==> config.mk <==
export PLATFORM = sky130hd
export DESIGN_NAME = cache_refill_controller
export DESIGN_NICKNAME = d
export VERILOG_FILES = /design/src/rtl/cache_pkg.sv /design/src/rtl/cache_refill_controller.sv
export SDC_FILE = /design/constraint.sdc
export NUM_CORES = 1
export LEC_CHECK = 0
export ABC_AREA = 0
export ABC_CLOCK_PERIOD_IN_PS = 1900
export BUFFER_PORTS_ARGS = -buffer_cell sky130_fd_sc_hd__buf_2
export CAP_MARGIN = 15
export CORE_ASPECT_RATIO = 1.5
export CORE_UTILIZATION = 39
export DETAILED_ROUTE_END_ITERATION = 10
export PLACE_DENSITY = 0.82
export SLEW_MARGIN = 25
export SYNTH_ARGS = -nofsm -noshare
export SYNTH_HDL_FRONTEND = slang
export SYNTH_SLANG_ARGS = --single-unit
==> constraint.sdc <==
create_clock -name clk -period 1.9 [get_ports clk]
set_input_delay 0.095 -clock clk [delete_from_list [all_inputs] [get_ports clk]]
set_output_delay 0.095 -clock clk [all_outputs]
set_load 0.05 [all_outputs]
==> src/rtl/cache_pkg.sv <==
// Shared definitions for the cache refill path: FSM state encoding and
// address-field width helpers used by the controller and the cache top.
package cache_pkg;

  typedef enum logic [2:0] {
    ST_IDLE   = 3'd0,
    ST_VICTIM = 3'd1,
    ST_REQ    = 3'd2,
    ST_WAIT   = 3'd3,
    ST_COMMIT = 3'd4
  } refill_state_e;

  localparam int ADDR_W = 32;
  localparam int BYTE_W = 2;

  // Index width for a field selecting one of `count` items (never below 1 bit).
  function automatic int idx_w(input int count);
    return (count > 1) ? $clog2(count) : 1;
  endfunction

  function automatic int tag_w(input int set_count, input int line_words);
    return ADDR_W - idx_w(set_count) - idx_w(line_words) - BYTE_W;
  endfunction

endpackage

==> src/rtl/cache_refill_controller.sv <==
// Line refill controller: picks a victim way, fetches a line one word at a
// time with a single outstanding memory request, then commits the tag.
module cache_refill_controller
  import cache_pkg::*;
#(
  parameter int WAY_COUNT  = 2,
  parameter int SET_COUNT  = 64,
  parameter int LINE_WORDS = 4
) (
  input  logic                                          clk,
  input  logic                                          reset_n,
  input  logic                                          miss_req,
  input  logic [31:0]                                   miss_addr,
  output logic                                          miss_ready,
  output logic                                          done,
  input  logic                                          hit_valid,
  input  logic [idx_w(SET_COUNT)-1:0]                   hit_set,
  input  logic [idx_w(WAY_COUNT)-1:0]                   hit_way,
  output logic [idx_w(SET_COUNT)-1:0]                   rp_set,
  output logic [idx_w(WAY_COUNT)-1:0]                   rp_way,
  output logic                                          rp_read,
  output logic                                          rp_written,
  output logic                                          rp_taken,
  input  logic [idx_w(WAY_COUNT)-1:0]                   rp_replacement_way,
  input  logic                                          rp_ready,
  output logic                                          mem_req,
  output logic [31:0]                                   mem_addr,
  input  logic                                          mem_gnt,
  input  logic                                          mem_rvalid,
  input  logic [31:0]                                   mem_rdata,
  output logic                                          line_we,
  output logic [idx_w(SET_COUNT)-1:0]                   line_set,
  output logic [idx_w(WAY_COUNT)-1:0]                   line_way,
  output logic [idx_w(LINE_WORDS)-1:0]                  line_word,
  output logic [31:0]                                   line_wdata,
  output logic                                          tag_we,
  output logic [tag_w(SET_COUNT, LINE_WORDS)-1:0]       tag_value
);

  localparam int SET_W  = idx_w(SET_COUNT);
  localparam int WAY_W  = idx_w(WAY_COUNT);
  localparam int WORD_W = idx_w(LINE_WORDS);
  localparam int TAG_W  = tag_w(SET_COUNT, LINE_WORDS);
  localparam logic [WORD_W-1:0] LAST_WORD = WORD_W'(LINE_WORDS - 1);

  refill_state_e     state_r;
  refill_state_e     state_nxt_s;
  logic [SET_W-1:0]  set_r;
  logic [TAG_W-1:0]  tag_r;
  logic [WAY_W-1:0]  way_r;
  logic [WORD_W-1:0] word_r;
  logic              accept_s;
  logic              hit_s;
  logic              last_word_s;

  assign accept_s    = (state_r == ST_IDLE) && miss_req;
  // Gating with reset_n keeps the hit path quiet while reset is held.
  assign hit_s       = (state_r == ST_IDLE) && hit_valid && reset_n;
  assign last_word_s = (word_r == LAST_WORD);

  // FSM state register.
  always_ff @(posedge clk or negedge reset_n) begin
    if (!reset_n) begin
      state_r <= ST_IDLE;
    end else begin
      state_r <= state_nxt_s;
    end
  end

  // FSM next-state logic.
  always_comb begin
    state_nxt_s = state_r;
    case (state_r)
      ST_IDLE:   if (miss_req)  state_nxt_s = ST_VICTIM; else state_nxt_s = ST_IDLE;
      ST_VICTIM: if (rp_ready)  state_nxt_s = ST_REQ;    else state_nxt_s = ST_VICTIM;
      ST_REQ:    if (mem_gnt)   state_nxt_s = ST_WAIT;   else state_nxt_s = ST_REQ;
      ST_WAIT: begin
        if (mem_rvalid) state_nxt_s = last_word_s ? ST_COMMIT : ST_REQ;
        else            state_nxt_s = ST_WAIT;
      end
      ST_COMMIT: state_nxt_s = ST_IDLE;
      default:   state_nxt_s = ST_IDLE;
    endcase
  end

  // Latched miss fields, victim way and word counter.
  always_ff @(posedge clk or negedge reset_n) begin
    if (!reset_n) begin
      set_r  <= '0;
      tag_r  <= '0;
      way_r  <= '0;
      word_r <= '0;
    end else begin
      if (accept_s) begin
        set_r  <= miss_addr[BYTE_W+WORD_W +: SET_W];
        tag_r  <= miss_addr[ADDR_W-1 -: TAG_W];
        word_r <= '0;
      end else if ((state_r == ST_WAIT) && mem_rvalid && !last_word_s) begin
        word_r <= word_r + WORD_W'(1);
      end
      if ((state_r == ST_VICTIM) && rp_ready) begin
        way_r <= rp_replacement_way;
      end
    end
  end

  // Output decode; every pulse and bus is zero outside its owning state.
  always_comb begin
    miss_ready = 1'b0;
    done       = 1'b0;
    rp_set     = '0;
    rp_way     = '0;
    rp_read    = 1'b0;
    rp_written = 1'b0;
    rp_taken   = 1'b0;
    mem_req    = 1'b0;
    mem_addr   = '0;
    line_we    = 1'b0;
    line_set   = '0;
    line_way   = '0;
    line_word  = '0;
    line_wdata = '0;
    tag_we     = 1'b0;
    tag_value  = '0;
    case (state_r)
      ST_IDLE: begin
        miss_ready = 1'b1;
        if (hit_s) begin
          rp_read = 1'b1;
          rp_set  = hit_set;
          rp_way  = hit_way;
        end else begin
          rp_read = 1'b0;
        end
      end
      ST_VICTIM: begin
        rp_set = set_r;
        if (rp_ready) rp_taken = 1'b1; else rp_taken = 1'b0;
      end
      ST_REQ: begin
        mem_req  = 1'b1;
        mem_addr = {tag_r, set_r, word_r, 2'b00};
      end
      ST_WAIT: begin
        if (mem_rvalid) begin
          line_we    = 1'b1;
          line_set   = set_r;
          line_way   = way_r;
          line_word  = word_r;
          line_wdata = mem_rdata;
        end else begin
          line_we = 1'b0;
        end
      end
      ST_COMMIT: begin
        tag_we     = 1'b1;
        tag_value  = tag_r;
        rp_written = 1'b1;
        rp_set     = set_r;
        rp_way     = way_r;
        done       = 1'b1;
      end
      default: begin
        miss_ready = 1'b0;
      end
    endcase
  end

endmodule

==> reports/metrics.csv, run 1 <==
metric,value,unit
fin_skew,0.006328,ns
overflow,0,
synth.area.top_cells,"dfrtp_1 (38%), and2_1 (26%), mux2_4 (19%), a22o_1 (2.4%), buf_6 (2.0%)",
slowest_delay,0.41,ns
r2r_slack,0.13,ns
start_kind,register,
fp.coreArea,5492,um2
endpoint,rp_set[1],
clock_latency,0.28,ns
rsz0062_at_grt,false,
start_util,40.58,%
slowest_stage,dfrtp_1,
critPathMaxFanout,7,
antenna_found_initial,0,
detailedPlacementHpwl,5005,um
max_freq,548.3,MHz
grt_max_degree,45,
syn_to_final_growth,60.86,%
worstReg2RegEnd,set_r[0],
p_comb_share,68.7,%
grt_pass1_wl,9639,um
hold_path.class,in2reg,
postSynthAreaPerCell,10.51,um2
swShare,53.25,%
relSlewSlack,62.33,%
worstSetupEndpointType,primary output,
grt_pass1_vias,2030,
die_y,94.58,um
period_needed,1.824,ns
cap_violations,0,
cts_made_buffers,5,
synth.distinct_cells,26,
wl_per_cell,13.96,um
layout-drive-gt1-share,61.71,%
drt_pass1_iterations,4,
syn_inst,212,
total_power,5.901,mW
ioPinCount,189,
instances_no_fill,467,
clock_power_share,8.3,%
worstRegToRegCells,2,
setup_violations,0,
leakage,2.075,nW
fillers,459,
cp_cell_sequence,"buf_4, nor3_4, and3_1, buf_6, a22o_4, buf_6",
finalCritPeriodShare,95.99,%
port_buffers,182,
worst_ep_required_time,1.80,ns
tightestPinTransition,0.5650,ns
setup_ws,0.07612,ns
ir_drop,718.6,uV
ys_seq_area_share,38.18,%
gp_congestion,0.8463,
clock_path_buffers,2,
synth_seq_cells,34,
wl,6520,um
path_clk_slew,0.07,ns
synth_top_area_share,38.18,%
die_area,6026,um2
hold_viol,0,
critPathMostFrequentCell,buf_6,
num_rows,33,
ys.warnings.count,0,
grt_use_total,20.78,%
fp.dieW,63.72,um
run_status,finished clean,
cts_tree,done,
postRouteAntennaNets,0,
switchingPower,3.142,mW
register_area,850.8,um2
place_ws,0.1252,ns
drc,0,
cp.arrival,1.73,ns
htreeDepth,2,
p_int,2.759,mW
fin_nets,477,
final.setup.tns,0,ns
p_seq_share,23.0,%
dp.cells,457,
viasPerCell,4.737,
cts-root-buf,clkbuf_8,
drt_iter0_markers,47,
synth.largest_area_cell,dfrtp_1,
clock_sinks,34,
multi_input_area,1343,um2
synth_area,2228,um2
crit_start,state_r[2],
r2r-start,state_r[2],
crit_type,reg2out,
diodes,0,
powerDensity,1646,nW/um2
slew_viol_final,0,
vias,2212,
==> per-layer routing <==
metal,up-vias,routed length [um],global-route usage (%)
met5,-,0,0
met4,0,91,5.682
met3,8,505,5.193
met2,129,3483,38.48
met1,1020,2440,23.23
li1,1055,-,-
==> state kept, by name, indices dropped and copies added, names as in the netlist <==
signal   cells
state_r      3
way_r        1
set_r        6
word_r       2
tag_r       22
==> critical path, delay by kind of cell, from the launching register on <==
| family | cells | cell delay [ns] |
|---|---|---|
| simple gates | 2 | 0.43 |
| compound gates | 1 | 0.15 |
| flops | 1 | 0.41 |
| buf+inv | 3 | 0.46 |
==> how the worst min path moves through the flow <==
stage | slack, ns | startpoint | cells after the start | endpoint
detailed placement | -0.04 | reset_n | 1 | set_r[4]
global placement | -0.05 | reset_n | 1 | set_r[5]
CTS | 0.04 | miss_addr[13] | 2 | tag_r[3]
floorplan | -0.20 | reset_n | 0 | set_r[0]
global route | 0.04 | miss_addr[17] | 2 | tag_r[7]
finish | 0.05 | miss_addr[13] | 2 | tag_r[3]
==> per-stage QoR <==
step | cell area, um2 | utilization, % | hold WS (ns)
floorplan | 2312 | - | -0.2006
global placement | 3323 | 60.51 | -0.04646
detailed placement | 3323 | 60.51 | -0.04291
CTS | 3463 | 63.07 | 0.03696
global route | 3585 | 65.28 | 0.04131
finish | 3585 | 65.28 | 0.04554
==> cell usage in the layout (no fill, tap or decap) <==
cell           count
nor2_2             1
o31ai_1            1
dfrtp_1           34
nor3_2             1
nand4b_1           1
nor3_4             2
nand2_1            5
clkinv_2           2
buf_12             3
buf_2            134
a211oi_2           1
nand4_1            1
and2_1            94
a22o_4             6
conb_1             2
clkbuf_8           5
mux2_4            28
a21oi_1            1
or4b_4             1
nor2_1             1
buf_8              1
clkbuf_4          28
and3_1             1
inv_1              2
o211ai_1           4
dlygate4sd3_1      1
nor3b_2            1
nand3b_1           1
mux2_2             1
ha_1               1
buf_4             23
a211oi_1           1
buf_6              7
xnor2_1            1
==> power by group through the flow <==
stage / clock (mW) / sequential, mW / combinational, mW
floorplan: 0 / 1.26 / 3.05
CTS: 0.508 / 1.36 / 3.95
finish: 0.490 / 1.36 / 4.05
global route: 0.535 / 1.41 / 4.25
global placement: 0 / 1.35 / 3.83
detailed placement: 0 / 1.37 / 3.87
==> cells by family after synthesis <==
logic type,share of synthesized area (%)
and+or+nand+nor,30.49
DFF,38.18
muxes,19.37
buffers and inverters,5.895
AOI/OAI and AO/OA,4.941
adders and majority gates,0.5614
other,0.1683
xor gates and xnor gates,0.3931
==> synth_stat cells <==
cell / number
clkbuf_1: 9
xnor2_1: 1
mux2_2: 1
nand2_1: 5
and2_1: 94
dfrtp_1: 34
buf_4: 4
nor3b_1: 1
buf_6: 4
nand4b_1: 1
and3_1: 1
a21oi_1: 1
conb_1: 1
or4b_4: 1
mux2_4: 28
o211ai_1: 4
inv_1: 2
o31ai_1: 1
nand3b_1: 1
a211oi_1: 2
buf_2: 3
ha_1: 1
a22o_1: 6
nor2_1: 2
nand4_1: 1
nor3_1: 3
==> what timing repair did <==
item,in CTS,in global routing
endpoints found under the hold margin,34,0
setup endpoints to repair,50,79
resized for setup,20,37
pin swaps,1,3
buffers inserted,0,2
cloned,0,0
hold buffers,1,0
==> cell type report <==
| cell class | count | share of cell area, % |
|---|---|---|
| clock buffers | 5 | 1.920 |
| clock inverters | 2 | 0.2792 |
| inverters | 2 | 0.2094 |
| multi-input cells | 157 | 37.45 |
| flip-flops and latches | 34 | 23.73 |
| well taps | 70 | 2.443 |
| repair buffers | 197 | 33.96 |
Note: power is estimated with default switching activity, not from simulation.
==> run 2: changes to the inputs <==
- CORE_ASPECT_RATIO: 1.5 -> unset
- CORE_UTILIZATION: 39 -> 26
- GPL_TIMING_DRIVEN: unset -> 0
- PLACE_DENSITY: 0.82 -> unset
==> run 2 against run 1 <==
Effect of this change:
- critical path depth down 1
- sequential power barely moved
- cell count rose by 11%
- final area up 8.3%
- core utilization shrank 18 points
- combinational power rose by 7.7%
- register-to-register slack better by 0.07 ns
- die area increased by 48%
- critical path type unchanged
- wire length rose by 8.6%
- total power up 5.8%
- highest routed layer unchanged
- flip-flop and latch count is the same
==> reports/metrics.csv, run 2 (synthesis results as in run 1) <==
metric,value,unit
run_status,finished clean,
hold_path.class,in2reg,
finalCritPeriodShare,96.24,%
start_kind,register,
worstSetupEndpointType,primary output,
largestRegisters,"tag_r: 22 flops, set_r: 6 flops, state_r: 3 flops",
powerDensity,1608,nW/um2
cap_violations,0,
fp.coreArea,8258,um2
met3_usage,3.945,%
leakage,2.178,nW
final_area,3884,um2
grt_max_degree,35,
grtUsageMet1,18.16,%
cts_made_buffers,5,
worst_ep_required_time,1.80,ns
ioPinCount,189,
slew_viol_final,0,
htreeDepth,2,
final_cell_mix,"buf_2 (97), and2_1 (94), buf_4 (74)",
syn_to_final_growth,74.28,%
drt_pass1_iterations,4,
clock_latency,0.28,ns
wl,7081,um
path_clk_slew,0.07,ns
use_met2,27.72,%
fin_nets,491,
num_rows,33,
grt_pass1_wl,10450,um
crit_type,reg2out,
setup_violations,0,
clock_sinks,34,
cp.arrival,1.73,ns
overflow,0,
placed_cell_area,3354,um2
gp_congestion,0.8291,
largest_reg_flops,22,
finish.utilization,47.03,%
cts_tree,done,
r2r-start,state_r[2],
rsz0062_at_grt,true,
crit_start,state_r[0],
critPathMaxFanout,6,
clock_path_buffers,2,
vias,2218,
grt_pass1_vias,2082,
port_buffers,182,
drt_iter0_markers,20,
antenna_found_initial,0,
fin_skew,0.003524,ns
postRouteAntennaNets,0,
die_area,8945,um2
layout-drive-gt1-share,63.11,%
detailedPlacementHpwl,5251,um
start_util,26.98,%
viasPerCell,4.290,
top_usage_layer,met2,
top_register,tag_r,
final_common_cell,buf_2,
diodes,0,
hold_path_startpoint,miss_addr[31],
period_needed,1.829,ns
fp.dieW,94.58,um
ir_drop,645.6,uV
drc,0,
max_freq,546.9,MHz
grt_use_total,15.41,%
wl_per_cell,13.70,um
die_y,94.58,um
hold_viol,0,
cts-root-buf,clkbuf_8,
==> run 2: changes by cell type in the layout (fill, tap and decap cells not counted), sizes merged <==
cell / before / now
buf: 168 / 197
clkinv: 2 / 1
clkbuf: 33 / 20
==> run 2: cell type report <==
| cell class | instances | area [um2] |
|---|---|---|
| Clock buffer | 7 | 86.33 |
| Multi-Input combinational cell | 157 | 1349 |
| Tap cell | 105 | 131.4 |
| Sequential cell | 34 | 850.8 |
| Fill cell | 812 | 4374 |
| Timing Repair Buffer | 191 | 1270 |
| Inverter | 2 | 7.507 |
| Buffer | 20 | 183.9 |
| Clock inverter | 1 | 5.005 |
==> run 2: path summary, 6_finish.rpt <==
check                            endpoint  slack [ns]  cells past startpoint
min in group asynchronous       tag_r[13]        0.39                      3
worst max register to register   set_r[1]        0.20                      4
worst min register to register   tag_r[9]        0.52                      1
worst max-delay path               rp_way        0.07                      5
max in group asynchronous        tag_r[0]        1.34                      3
worst min-delay path            tag_r[21]        0.05                      2
==> run 2: timing repair <==
item | in CTS | in global routing
gates resized for setup | 72 | 92
hold buffers | 2 | 0
setup buffers | 1 | 6
hold endpoints to repair | 34 | 0
pin swaps | 1 | 3
cloned | 0 | 0
endpoints found under the setup margin | 101 | 93
==> run 2: where the power goes <==
part           internal, mW  switching (mW)
logic                  1.69            2.67
registers              1.07           0.279
clock network         0.292           0.245
==> run 2: metrics by stage <==
step	setup slack, ns	power, mW	instances	hold slack [ns]	setup TNS, ns
finish	0.07141	6.246	517	0.04529	0
detailed placement	-0.2430	5.156	500	0.2302	-4.918
global route	-0.03218	6.607	517	0.03280	-0.4662
global placement	-0.2133	5.127	500	0.2307	-3.741
floorplan	-0.1297	4.311	213	-0.2006	-0.1297
CTS	0.00004952	6.072	511	0.03325	0
==> run 2: routing by layer <==
layer / vias to the layer above / wire, um
met3: 7 / 601
met4: 0 / 71
met2: 121 / 3519
met1: 1001 / 2889
met5: - / 0
li1: 1089 / -
==> run 2: critical path: stages, from the launching register on <==
cell	delay, ns
dfrtp_1	0.40
buf_6	0.15
nor3_4	0.23
nand4_1	0.17
a211oi_2	0.31
buf_6	0.20
